===== config.mk =====
export PLATFORM = sky130hd
export DESIGN_NAME = boot_loader_flat
export DESIGN_NICKNAME = d
export VERILOG_FILES = /design/src/rtl/boot_loader_if.sv /design/src/rtl/boot_loader.sv /design/src/flat_wrapper.sv
export SDC_FILE = /design/constraint.sdc
export NUM_CORES = 1
export LEC_CHECK = 0
export BUFFER_PORTS_ARGS = -buffer_cell sky130_fd_sc_hd__buf_2
export CORE_MARGIN = 8
export CORE_UTILIZATION = 35
export CTS_CLUSTER_DIAMETER = 80
export DETAILED_ROUTE_END_ITERATION = 8
export HOLD_SLACK_MARGIN = 0.15
export SLEW_MARGIN = 20
export SYNTH_ARGS = -nofsm -noshare
export SYNTH_HDL_FRONTEND = slang
export SYNTH_SLANG_ARGS = --single-unit

===== constraint.sdc =====
create_clock -name clk -period 2.71 [get_ports clk]
set_input_delay 0.1355 -clock clk [delete_from_list [all_inputs] [get_ports clk]]
set_output_delay 0.1355 -clock clk [all_outputs]
set_load 0.02 [all_outputs]

===== src/rtl/boot_loader_if.sv =====
// Byte-stream input and instruction-memory write bus of the boot loader.
// The loader takes the slave view: it sinks the byte stream and sources memory writes.
interface boot_loader_if #(
  parameter int ADDR_W = 8
) ();
  logic              in_valid;
  logic [7:0]        in_data;
  logic              in_ready;
  logic              im_we;
  logic [ADDR_W-1:0] im_addr;
  logic [31:0]       im_wdata;

  modport master (
    output in_valid, in_data,
    input  in_ready, im_we, im_addr, im_wdata
  );

  modport slave (
    input  in_valid, in_data,
    output in_ready, im_we, im_addr, im_wdata
  );
endinterface


===== src/rtl/boot_loader.sv =====
// Framed program loader: count byte, 4*N little-endian payload bytes, checksum byte.
// Writes words into instruction memory from address 0 and releases the core on a good image.
module boot_loader #(
  parameter int ADDR_W = 8
) (
  input  logic          clk,
  input  logic          rst_n,
  boot_loader_if.slave  bus,
  input  logic          reload,
  output logic          cpu_rst_n,
  output logic          done,
  output logic          err
);

  localparam int IDX_W     = ADDR_W - 2;
  localparam int MAX_WORDS = 1 << IDX_W;

  typedef enum logic [2:0] {
    S_IDLE,
    S_LOAD,
    S_CHECK,
    S_DONE,
    S_ERR
  } state_t;

  state_t           state_q, state_d;
  logic [IDX_W-1:0] word_idx;
  logic [IDX_W-1:0] last_idx;
  logic [1:0]       lane;
  logic [7:0]       sum;
  logic [23:0]      lanes;
  logic             accept;
  logic             in_ready_d, done_d, err_d, cpu_rst_n_d;

  function automatic logic count_bad(input logic [7:0] n);
    return (n == 8'd0) || (int'(n) > MAX_WORDS);
  endfunction

  function automatic logic checksum_ok(input logic [7:0] s, input logic [7:0] c);
    logic [7:0] total;
    total = s + c;
    return total == 8'd0;
  endfunction

  assign accept = bus.in_valid && bus.in_ready;

  always_ff @(posedge clk or negedge rst_n) begin
    if (!rst_n) begin
      state_q      <= S_IDLE;
      bus.in_ready <= 1'b1;
      done         <= 1'b0;
      err          <= 1'b0;
      cpu_rst_n    <= 1'b0;
    end else begin
      state_q      <= state_d;
      bus.in_ready <= in_ready_d;
      done         <= done_d;
      err          <= err_d;
      cpu_rst_n    <= cpu_rst_n_d;
    end
  end

  always_comb begin
    state_d = state_q;
    unique case (state_q)
      S_IDLE:  if (accept) state_d = count_bad(bus.in_data) ? S_ERR : S_LOAD;
      S_LOAD:  if (accept && lane == 2'd3 && word_idx == last_idx) state_d = S_CHECK;
      S_CHECK: if (accept) state_d = checksum_ok(sum, bus.in_data) ? S_DONE : S_ERR;
      S_DONE,
      S_ERR:   if (reload) state_d = S_IDLE;
      default: state_d = S_IDLE;
    endcase
  end

  // Status outputs are decoded from the next state so they leave the chip straight from flops.
  always_comb begin
    in_ready_d  = (state_d == S_IDLE) || (state_d == S_LOAD) || (state_d == S_CHECK);
    done_d      = (state_d == S_DONE);
    err_d       = (state_d == S_ERR);
    cpu_rst_n_d = (state_d == S_DONE);
  end

  // Word assembly: lanes 0..2 are buffered, the 4th byte completes the word and fires the write.
  always_ff @(posedge clk or negedge rst_n) begin
    if (!rst_n) begin
      word_idx     <= '0;
      last_idx     <= '0;
      lane         <= 2'd0;
      sum          <= 8'd0;
      lanes        <= 24'd0;
      bus.im_we    <= 1'b0;
      bus.im_addr  <= '0;
      bus.im_wdata <= 32'd0;
    end else begin
      bus.im_we <= 1'b0;
      if (accept) begin
        unique case (state_q)
          S_IDLE: begin
            last_idx <= IDX_W'(bus.in_data - 8'd1);
            word_idx <= '0;
            lane     <= 2'd0;
            sum      <= 8'd0;
          end
          S_LOAD: begin
            sum  <= sum + bus.in_data;
            lane <= lane + 2'd1;
            if (lane == 2'd3) begin
              bus.im_we    <= 1'b1;
              bus.im_addr  <= {word_idx, 2'b00};
              bus.im_wdata <= {bus.in_data, lanes};
              word_idx     <= word_idx + IDX_W'(1);
            end else begin
              lanes[lane*8 +: 8] <= bus.in_data;
            end
          end
          default: ;
        endcase
      end
    end
  end

endmodule


===== src/flat_wrapper.sv =====
// flat-port wrapper written by rule: the top's interface ports become plain ports
module boot_loader_flat 
#(
  parameter int ADDR_W = 8
)
  (clk, rst_n, reload, cpu_rst_n, done, err, bus_in_valid, bus_in_data, bus_in_ready, bus_im_we, bus_im_addr, bus_im_wdata);
  boot_loader_if #(.ADDR_W(ADDR_W)) bus_i ();
  input  logic clk;
  input  logic rst_n;
  input  logic reload;
  output logic cpu_rst_n;
  output logic done;
  output logic err;
  input wire logic [$bits(bus_i.in_valid)-1:0] bus_in_valid;
  input wire logic [$bits(bus_i.in_data)-1:0] bus_in_data;
  output wire logic [$bits(bus_i.in_ready)-1:0] bus_in_ready;
  output wire logic [$bits(bus_i.im_we)-1:0] bus_im_we;
  output wire logic [$bits(bus_i.im_addr)-1:0] bus_im_addr;
  output wire logic [$bits(bus_i.im_wdata)-1:0] bus_im_wdata;
  assign bus_i.in_valid = bus_in_valid;
  assign bus_i.in_data = bus_in_data;
  assign bus_in_ready = bus_i.in_ready;
  assign bus_im_we = bus_i.im_we;
  assign bus_im_addr = bus_i.im_addr;
  assign bus_im_wdata = bus_i.im_wdata;
  boot_loader #(.ADDR_W(ADDR_W)) u_core (.clk(clk), .rst_n(rst_n), .bus(bus_i), .reload(reload), .cpu_rst_n(cpu_rst_n), .done(done), .err(err));
endmodule

== Yosys cells after proc, flatten, opt, wreduce, memory -nomap -nowiden ==
Index checks and enable logic that the tools add are counted.
Word-level totals
  bits in latches: 0
  logic and storage cells: 64
  register bits: 91
  memory bits (read-only): 0
  memories kept: 0
  output and inout port bits: 45
  input bits: 12
  memory bits (writable): 0
Cells by class
  bitwise operators: 1
  shift operators: 2
  equality and inequality tests: 11
  add/sub/neg operators: 5
  $mul: 0
  magnitude comparators: 1
  divide/modulo/power cells: 0
  mux-type cells: 15
  reduce and logical (&&, ||, !) cells: 17
Operator list (count)
  5-bit negator with 34-bit output: 1
  8-bit by 34-bit variable shift with 24-bit output (first input constant): 1
  8-bit by 34-bit variable part select with 24-bit output: 1
  24-bit bitwise mux: 1
  3-bit 2-to-1 mux: 6
  8-bit logical NOT: 2
  8-bit case mux with 2 select lines: 1
  3-bit by 2-bit equality test with 1-bit output (second input constant): 4
  3-bit case mux with 4 select lines: 1
  6-bit case mux with 2 select lines: 1
  3-bit AND reduction: 3
  8-bit adder: 1
  8-bit by 7-bit > comparator with 1-bit output (second input constant): 1
  6-bit by 1-bit adder with 6-bit output (second input constant): 1
  3-bit by 1-bit equality test with 1-bit output (second input constant): 2
  3-bit equality test (second input constant): 2
  6-bit equality test: 1
  3-bit logical NOT: 2
  6-bit 2-to-1 mux: 1
  6-bit by 1-bit subtractor with 6-bit output (second input constant): 1
  2-bit case mux with 2 select lines: 1
  2-bit AND reduction: 2
  1-bit logical AND: 3
  1-bit logical OR: 3
  7 further kinds: 9

== Logic depth before layout (Yosys ltp) ==
Gate-level depths: netlist (run 1).
  depth in word-level cells: 8
  depth in mapped cells: 8
  gate-level depth less buffers: 7

== Least setup slack after synthesis (run 1) ==
No wires, ideal clock.
  path type: flip-flop to flip-flop
  start point: reg u_core.sum[0]
  end point: reg u_core.err
  arrival time: 2151 ps
  stages on the path, launching flop included: 8
  library setup time: 120 ps
  period minus slack after synthesis: 2271 ps
  setup slack: 439 ps
  data required time: 2590 ps
  path buffers: 0
  path through: dfrtp_1 -> ha_1 -> fa_1 -> a211o_1 -> and4b_1 -> a311oi_2 -> nand4_1 -> a31o_1
On the way
  longest elaborated chain between the ends: 6
RTL lines
  from (decl): RTL line boot_loader.sv:30  | logic [7:0] sum;
  from (signal assigned): RTL line boot_loader.sv:105  | sum <= sum + bus.in_data;
  8-bit adder: RTL line boot_loader.sv:41  | total = s + c;
  8-bit logical NOT: RTL line boot_loader.sv:42  | return total == 8'd0;
  3-bit 2-to-1 mux (2 in series): RTL line boot_loader.sv:68  | S_CHECK: if (accept) state_d = checksum_ok(sum, bus.in_data) ? S_DONE : S_ERR;
  3-bit case mux with 4 select lines: RTL line boot_loader.sv:65  | unique case (state_q)
  3-bit equality test: RTL line boot_loader.sv:79  | err_d = (state_d == S_ERR);
  net u_core.err_d: RTL line boot_loader.sv:33  | logic in_ready_d, done_d, err_d, cpu_rst_n_d;
  to (signal assigned): RTL line boot_loader.sv:58  | err <= err_d;
  to (decl): RTL line boot_loader.sv:12  | output logic err
The timed path passes the listed nets, and every way through them passes these cells.
A chain may end at the register's enable or synchronous reset.

== Worst setup path in the final report (run 1) ==
  start point: in bus_in_data[0]
  end point: reg u_core.state_q[1]
On the way
  longest elaborated chain between the ends: 5
RTL lines
  from (decl): RTL line flat_wrapper.sv:15  | input wire logic [$bits(bus_i.in_data)-1:0] bus_in_data;
  8-bit adder: RTL line boot_loader.sv:41
  8-bit logical NOT: RTL line boot_loader.sv:42
  3-bit 2-to-1 mux (2 in series): RTL line boot_loader.sv:68
  3-bit case mux with 4 select lines: RTL line boot_loader.sv:65
  net u_core.state_d[1]: RTL line boot_loader.sv:26  | state_t state_q, state_d;
  to (signal assigned): RTL line boot_loader.sv:55  | state_q <= state_d;
  to (decl): RTL line boot_loader.sv:26
The timed path passes the listed nets, and every way through them passes these cells.

==> reports/results.ini, run 1 <==
[run_status]
outcome=complete, no violations

[grt]
grt_use_total_pct=13.2
grt_overflow_total=0
antenna_found_initial=0
grt_max_degree=46
grt_pass1_vias=3415
grt_pass1_wl_um=17100

[synth]
syn_area_um2=4230
syn_avg_cell_area_um2=9.11
synth_edf_count=0
synth_commonest_cells=nand2_1, dfrtp_1, o21ai_1
synth_warnings=0
synth.most_common_cell=nand2_1
yosys.area.top_type=dfrtp_1
synth_top_area_share_pct=53.3
netlist_instances=464
synth-seq-cells=91
synth-seq-area-share_pct=53.9
synth-async-reset-ratio_pct=100
synthFlopType=dfrtp_1
synthTopCellsByArea=dfrtp_1, nand2_1, ha_1
synth.distinct_cells=52

[layout]
postLayoutCellArea_um2=5100
num-nets-final=557
drive_gt1_share_pct=16.7
fin_util_pct=42.8
antenna_cells=0
finalNonFillerCells=681
area_delta_synth_final_pct=20.6

[die]
start_util_pct=35.5
ios=57
rows=40
die-area_um2=15900
core_um2=11900
die_w_um=126
dieHeight_um=126

[place]
post-dp-hpwl_um=7080
post_dp_cell_area_um2=4690
gp_congestion=0.829
dp.cells=656
io_buffer_count=54

[routing]
routed_wl_um=10000
drt-vias-per-instance=4.91
first_pass_iters=4
vias=3346
ant_nets=0
initialDrtViolationCount=166
post_drt_wl_per_cell_um=14.7
highest_layer=met4
dr_wl_met2_um=4670
wl_met3_um=351
met1Wirelength_um=4770
drc=0

[critical_path]
r2r_slack_ns=0.29
worstPathCellList=dlygate4sd3_1, buf_2, ha_1, fa_1, a211o_1, and4b_1, a311oi_2, nand4_1, buf_4, a221oi_2
crit_path_top_delay_cell=dlygate4sd3_1
critical_path_class=input pin to flop
worstReg2RegEnd=u_core.state_q[1]
worstSetupStartpointType=input pin
cp_max_fo=7
end_kind=flop
required_ns=2.96
critical_path.max_stage_delay_ns=0.54
reg2reg_depth=8
timing.rr.start=u_core.sum[0]
worstPathArrival_ns=2.83

[min_path]
worstHoldStart=bus_in_data[4]
min_to=u_core.lanes[20]
holdPathStages=3
hold_class=input pin to flop

[clock_tree]
clkTransAtPathRegs_ns=0.07
clock_path_buffers=2
numCtsBuffers=9
cts_tree=done
cts_max_level=3
clock_latency_ns=0.34
ctsRootBufferMaster=clkbuf_16
cts_sinks=91

[sta]
setup_viol=0
hold_viol=0
timing.slew.headroom_pct=61.1
period_needed_ns=2.58
fin_skew_ns=0.00630
fin_crit_sh_pct=95.1
drv_slew=0
max_slew.worst_pin.slew_ns=0.583
fmax_mhz=388
final.setup.tns_ns=0
rsz0062_at_grt=no

[pwr]
vdd_drop_max_mv=0.260
p_leak_nw=2.61
power_density_nw_per_um2=820

[run]
max_cap_viol_count=0

layout make-up:
cell class                      instances  area (µm²)
Clock inverter                          7        91.3
Fill cell                            1169        6810
Sequential cell                        91        2280
Inverter                                8        30.0
Tap cell                              147         184
Timing Repair Buffer                   74         455
Clock buffer                            9         225
Multi-Input combinational cell        345        1830
worst max-delay path by stage:
stage / from / end / slack [ns] / cells past startpoint
detailed placement: u_core.sum[0] / u_core.state_q[2] / 0.25 / 7
floorplan: u_core.sum[0] / u_core.err / 0.44 / 7
global route: bus_in_data[0] / u_core.state_q[2] / 0.03 / 10
CTS: bus_in_data[0] / u_core.state_q[2] / 0.07 / 9
global placement: u_core.sum[0] / u_core.err / 0.29 / 7
finish: bus_in_data[0] / u_core.state_q[1] / 0.13 / 10
metrics by stage:
| stage | setup WS, ns | total power [W] | hold WS (ns) |
|---|---|---|---|
| global placement | 0.287 | 0.00282 | 0.170 |
| finish | 0.132 | 0.00418 | 0.162 |
| floorplan | 0.439 | 0.00253 | -0.160 |
| global route | 0.0328 | 0.00444 | 0.167 |
| CTS | 0.0747 | 0.00421 | 0.151 |
| detailed placement | 0.253 | 0.00285 | 0.179 |
routing by layer:
metal  global-route usage (%)  up-vias
met2                     21.2       63
met3                     2.70       15
met4                     5.66        0
met1                     16.9     1601
li1                         -     1667
met5                        0        -
what timing repair did:
| action | 4_1_cts | 5_1_grt |
|---|---|---|
| hold endpoints to repair | 62 | 0 |
| resized for setup | 0 | 1 |
| endpoints found under the setup margin | 0 | 5 |
| buffers inserted | 0 | 1 |
| hold buffers | 8 | 0 |
critical path: cells and delay by family:
kind                       cells  cell delay (ns)
buffers and inverters          3             0.89
AOI/OAI and AO/OA              3             0.79
adders and majority gates      2             0.66
and+or+nand+nor                2             0.34
placed cells by master, fill, tap and decap left out, types with 2 or more instances in the layout:
master,count
a211o_1,3
a21o_1,3
a21oi_1,6
a221oi_2,2
a31o_1,2
a32o_1,2
buf_2,53
buf_4,12
bufinv_16,2
clkbuf_16,9
clkinv_2,3
conb_1,2
dfrtp_1,90
dlygate4sd3_1,8
ha_1,15
inv_1,7
nand2_1,184
nand3_1,13
nand4_1,2
nor2_1,12
nor3_1,4
nor3b_1,3
nor4_1,2
o211ai_1,4
o21ai_0,9
o21ai_1,34
or2_1,2
or3_1,3
xnor2_1,9
xor2_1,7
cell families (layout without fill, tap and decap cells):
| group | count (synthesis) | count (layout) | synth area share, % |
|---|---|---|---|
| buffers and inverters | 29 | 98 | 2.99 |
| other | 1 | 2 | 0.0887 |
| and+or+nand+nor | 236 | 236 | 23.5 |
| DFF | 91 | 91 | 53.9 |
| adders and majority gates | 16 | 16 | 4.91 |
| xor gates and xnor gates | 16 | 16 | 3.31 |
| AOI/OAI and AO/OA | 74 | 74 | 11.1 |
| muxes | 1 | 1 | 0.266 |
state kept, by name (all words and copies together), names as in the netlist:
register             count
u_core.bus.im_addr       6
u_core.bus.im_wdata     32
u_core.bus.im_we         1
u_core.bus.in_ready      1
u_core.cpu_rst_n         1
u_core.err               1
u_core.lane              2
u_core.lanes            24
u_core.last_idx          6
u_core.state_q           3
u_core.sum               8
u_core.word_idx          6
where the power goes:
part / switching (W) / total (W) / internal [W]
Clock: 0.000519 / 0.00133 / 0.000806
Sequential: 0.000139 / 0.00171 / 0.00157
Combinational: 0.000682 / 0.00115 / 0.000465
Power figures use the tool's default switching activity.
==> inputs of run 2 (changes only) <==
--- a/config.mk
+++ b/config.mk
@@ -6,7 +6,8 @@
 export NUM_CORES = 1
 export LEC_CHECK = 0
+export ABC_AREA = 1
 export BUFFER_PORTS_ARGS = -buffer_cell sky130_fd_sc_hd__buf_2
 export CORE_MARGIN = 8
-export CORE_UTILIZATION = 35
+export CORE_UTILIZATION = 38
 export CTS_CLUSTER_DIAMETER = 80
 export DETAILED_ROUTE_END_ITERATION = 8
==> constraint.sdc (replaced) <==
create_clock -name clk -period 2.71 [get_ports clk]
set_input_delay 0 -clock clk [delete_from_list [all_inputs] [get_ports clk]]
set_output_delay 0 -clock clk [all_outputs]
set_load 0.02 [all_outputs]
==> run 2 against run 1 <==
  * Combinational power is 74% higher
  * Routed wire length shrank 4.0%
  * Setup slack improved by 0.52 ns
  * Total power increased by 28%
  * Worst hold slack improved by 0.029 ns
  * Count of clock-buffer cells in the layout grew 2
  * Final area rose by 0.27%
  * Sequential share of layout area is 0.12 points lower
  * Cell count up 5.0%
==> reports/results.ini, run 2 <==
[pwr]
vdd_drop_max_mv=0.490  ; +89%
pwr-share-comb_pct=37.5  ; +10 points
p_seq_share_pct=39.4  ; -1.4 points
p_leak_nw=2.66  ; +1.8%
netSwitchingPower_w=0.00211  ; +57%
p_sw_share_pct=39.5  ; +7.4 points
power_density_nw_per_um2=1040  ; +27%
power.total_w=0.00534  ; +28%
p_int_w=0.00323  ; +14%
p_clk_share_pct=23.1  ; -8.6 points

[layout]
seqCellArea_um2=2280  ; unchanged
drive_gt1_share_pct=14.3  ; -2.3 points
multi_input_area_um2=1720  ; -6.0%
area_delta_synth_final_pct=17.4
num-nets-final=595  ; +6.8%
n_fill_cell=1154  ; -1.3%
final_common_cell=nand2_1
fin_util_pct=45.1  ; +2.4 points
antenna_cells=0  ; unchanged
top_register=u_core.bus.im_wdata
largestRegisters=u_core.bus.im_wdata x32, u_core.lanes x24, u_core.sum x8
layout.cells.most_common_list=nand2_1, dfrtp_1, inv_1, o21ai_0, buf_2
finalNonFillerCells=715  ; +5.0%
largest_reg_flops=32  ; unchanged

[critical_path]
r2r_slack_ns=0.67  ; +0.38 ns
crit_path_frequent_cell=nor2_1
crit_family=simple AND/OR/NAND/NOR gates
worstPathArrival_ns=2.33  ; -0.50 ns
crit_path_top_delay_cell=dlygate4sd3_1
critical_path.max_stage_delay_ns=0.53  ; about the same
required_ns=2.98  ; +0.02 ns
end_kind=flop
path_buf_inv=2  ; -1
cp_max_fo=4  ; -3
worstPathCellList=dlygate4sd3_1, buf_2, ha_1, fa_1, nor2_1, nor2_1, nor2_1, nand3_1, nor2_1, nand2_1, nor2_1, nand4_1, nand2_1, nor2_1
worstSetupStartpointType=input pin
critical_path_class=input pin to flop

[routing]
first_pass_iters=4  ; unchanged
routed_wl_um=9610  ; -4.0%
vias=3385  ; +1.2%
initialDrtViolationCount=223  ; +34%
ant_nets=0  ; unchanged
post_drt_wl_per_cell_um=13.4  ; -8.5%
drc=0  ; unchanged
drt-vias-per-instance=4.73  ; -3.6%

[sta]
drv_slew=0  ; unchanged
final.setup.tns_ns=0  ; unchanged
fin_crit_sh_pct=76.1  ; -19 points
worst_slack_ns=0.647  ; +0.516 ns
fmax_mhz=485  ; +25%
max_slew.worst_pin.slew_ns=0.808  ; +0.225 ns
rsz0062_at_grt=no
hold_viol=0  ; unchanged
timing.slew.headroom_pct=46.1  ; -15 points
period_needed_ns=2.06  ; -0.516 ns
setup_viol=0  ; unchanged
fin_skew_ns=0.00563  ; -0.000664 ns

[clock_tree]
hold_buffers=10  ; +2
clock_path_buffers=2  ; unchanged
cts_tree=done
clock_latency_ns=0.33  ; about the same
cts_setup_buffers=0  ; unchanged
ctsResizeCount=0  ; unchanged
ctsRootBufferMaster=clkbuf_16
numCtsBuffers=9  ; unchanged
cts_max_level=3  ; unchanged
clkTransAtPathRegs_ns=0.06  ; about the same
cts_sinks=91  ; unchanged

[place]
place_ws_ns=0.658  ; +0.405 ns
io_buffer_count=54  ; unchanged
post-dp-hpwl_um=6930  ; -2.1%
dp.cells=689  ; +5.0%
gp_congestion=0.845  ; +1.9%

[synth]
synth-seq-area-share_pct=52.3  ; -1.6 points
synthTopCellsByArea=dfrtp_1, nand2_1, o21ai_0
synth_commonest_cells=nand2_1, dfrtp_1, inv_1, o21ai_0, nand3_1
synth.most_common_cell=nand2_1
synth_warnings=0  ; unchanged
synth.distinct_cells=31  ; -40%
synth-seq-cells=91  ; unchanged
syn_area_um2=4360  ; +3.0%
yosys.area.top_type=dfrtp_1
syn_avg_cell_area_um2=8.59  ; -5.7%
synth_top_area_share_pct=51.7  ; -1.6 points
synth-async-reset-ratio_pct=100  ; unchanged
synthFlopType=dfrtp_1
netlist_instances=507  ; +9.3%
synth_edf_count=0  ; unchanged

[run_status]
outcome=complete, no violations

[grt]
grt_pass1_wl_um=16400  ; -3.8%
grt_pass1_vias=3405  ; -0.29%
grt_use_total_pct=13.4  ; +0.22 points
grt_max_degree=92  ; +100%
grt_overflow_total=0  ; unchanged
antenna_found_initial=0  ; unchanged

[die]
ios=57  ; unchanged
start_util_pct=38.5  ; +3.0 points
rows=39  ; -2.5%
die_w_um=123  ; -2.3%
die-area_um2=15100  ; -4.5%
dieHeight_um=123  ; -2.3%
core_um2=11300  ; -5.0%

[run]
max_cap_viol_count=0  ; unchanged

[min_path]
hold_class=input pin to flop

[run 2: changes by cell type after synthesis, moves of 5 or more]
cell	before	now
o21ai_0	9	65
o21ai_1	34	9
nor2_1	12	30
clkbuf_1	13	3
xnor2_1	9	4
inv_1	7	65
nand2_1	184	122
nand3_1	13	49
[run 2: worst min-delay path, stage by stage]
cell	delay [ns]
buf_2	0.08
nand2_1	0.10
nand2_1	0.07
nand3_1	0.07
nand2_1	0.07
nand3b_1	0.10
[run 2: logic make-up (layout without fill, tap and decap cells)]
logic type	after synthesis	after routing	share of synthesized area, %
buffers and inverters	84	148	8.27
XOR/XNOR	11	11	2.21
AO/OA/AOI/OAI	87	87	10.3
adder cells (fa/ha/maj)	16	16	4.77
other	1	2	0.0861
AND/OR/NAND/NOR	217	217	22.1
flip-flops	91	91	52.3
[run 2: final timing paths]
kind | from | to | cells after the start
worst max-delay path | bus_in_data[0] | u_core.bus.in_ready | 14
worst min-delay path | bus_in_valid | u_core.state_q[0] | 6
worst max register to register | u_core.lane[0] | u_core.bus.im_wdata[21] | 7
worst min register to register | u_core.bus.im_wdata[13] | u_core.bus.im_wdata[13] | 2
max in group asynchronous | rst_n | u_core.last_idx[4] | 2
min in group asynchronous | rst_n | u_core.bus.im_wdata[13] | 2
[run 2: per-layer routing]
layer  up-vias  global-route usage (%)  wire length (µm)
met5         -                       0                 0
met4         0                    3.69               104
met3         7                    2.79               499
met2        66                    21.2              4370
met1      1568                    18.3              4640
li1       1744                       -                 -
[run 2: layout make-up]
class	instances	area share (%)
Sequential cell	91	44.6
Tap cell	143	3.50
Timing Repair Buffer	65	7.52
Multi-Input combinational cell	333	33.7
Inverter	67	4.94
Clock buffer	11	4.55
Clock inverter	5	1.20
[run 2: per-stage QoR]
step | hold slack, ns | cell area [µm²]
floorplan | -0.296 | 4360
global placement | 0.294 | 4710
detailed placement | 0.139 | 4720
CTS | 0.193 | 5110
global route | 0.248 | 5110
finish | 0.191 | 5110
[run 2: power groups by stage]
stage                     Combinational [W]  Sequential [W]  Clock (W)
final                               0.00200         0.00210    0.00123
after global routing                0.00229         0.00217    0.00133
after CTS                           0.00203         0.00211    0.00127
after detailed placement            0.00201         0.00213          0
after global placement              0.00196         0.00212          0
after floorplan                     0.00118         0.00237          0
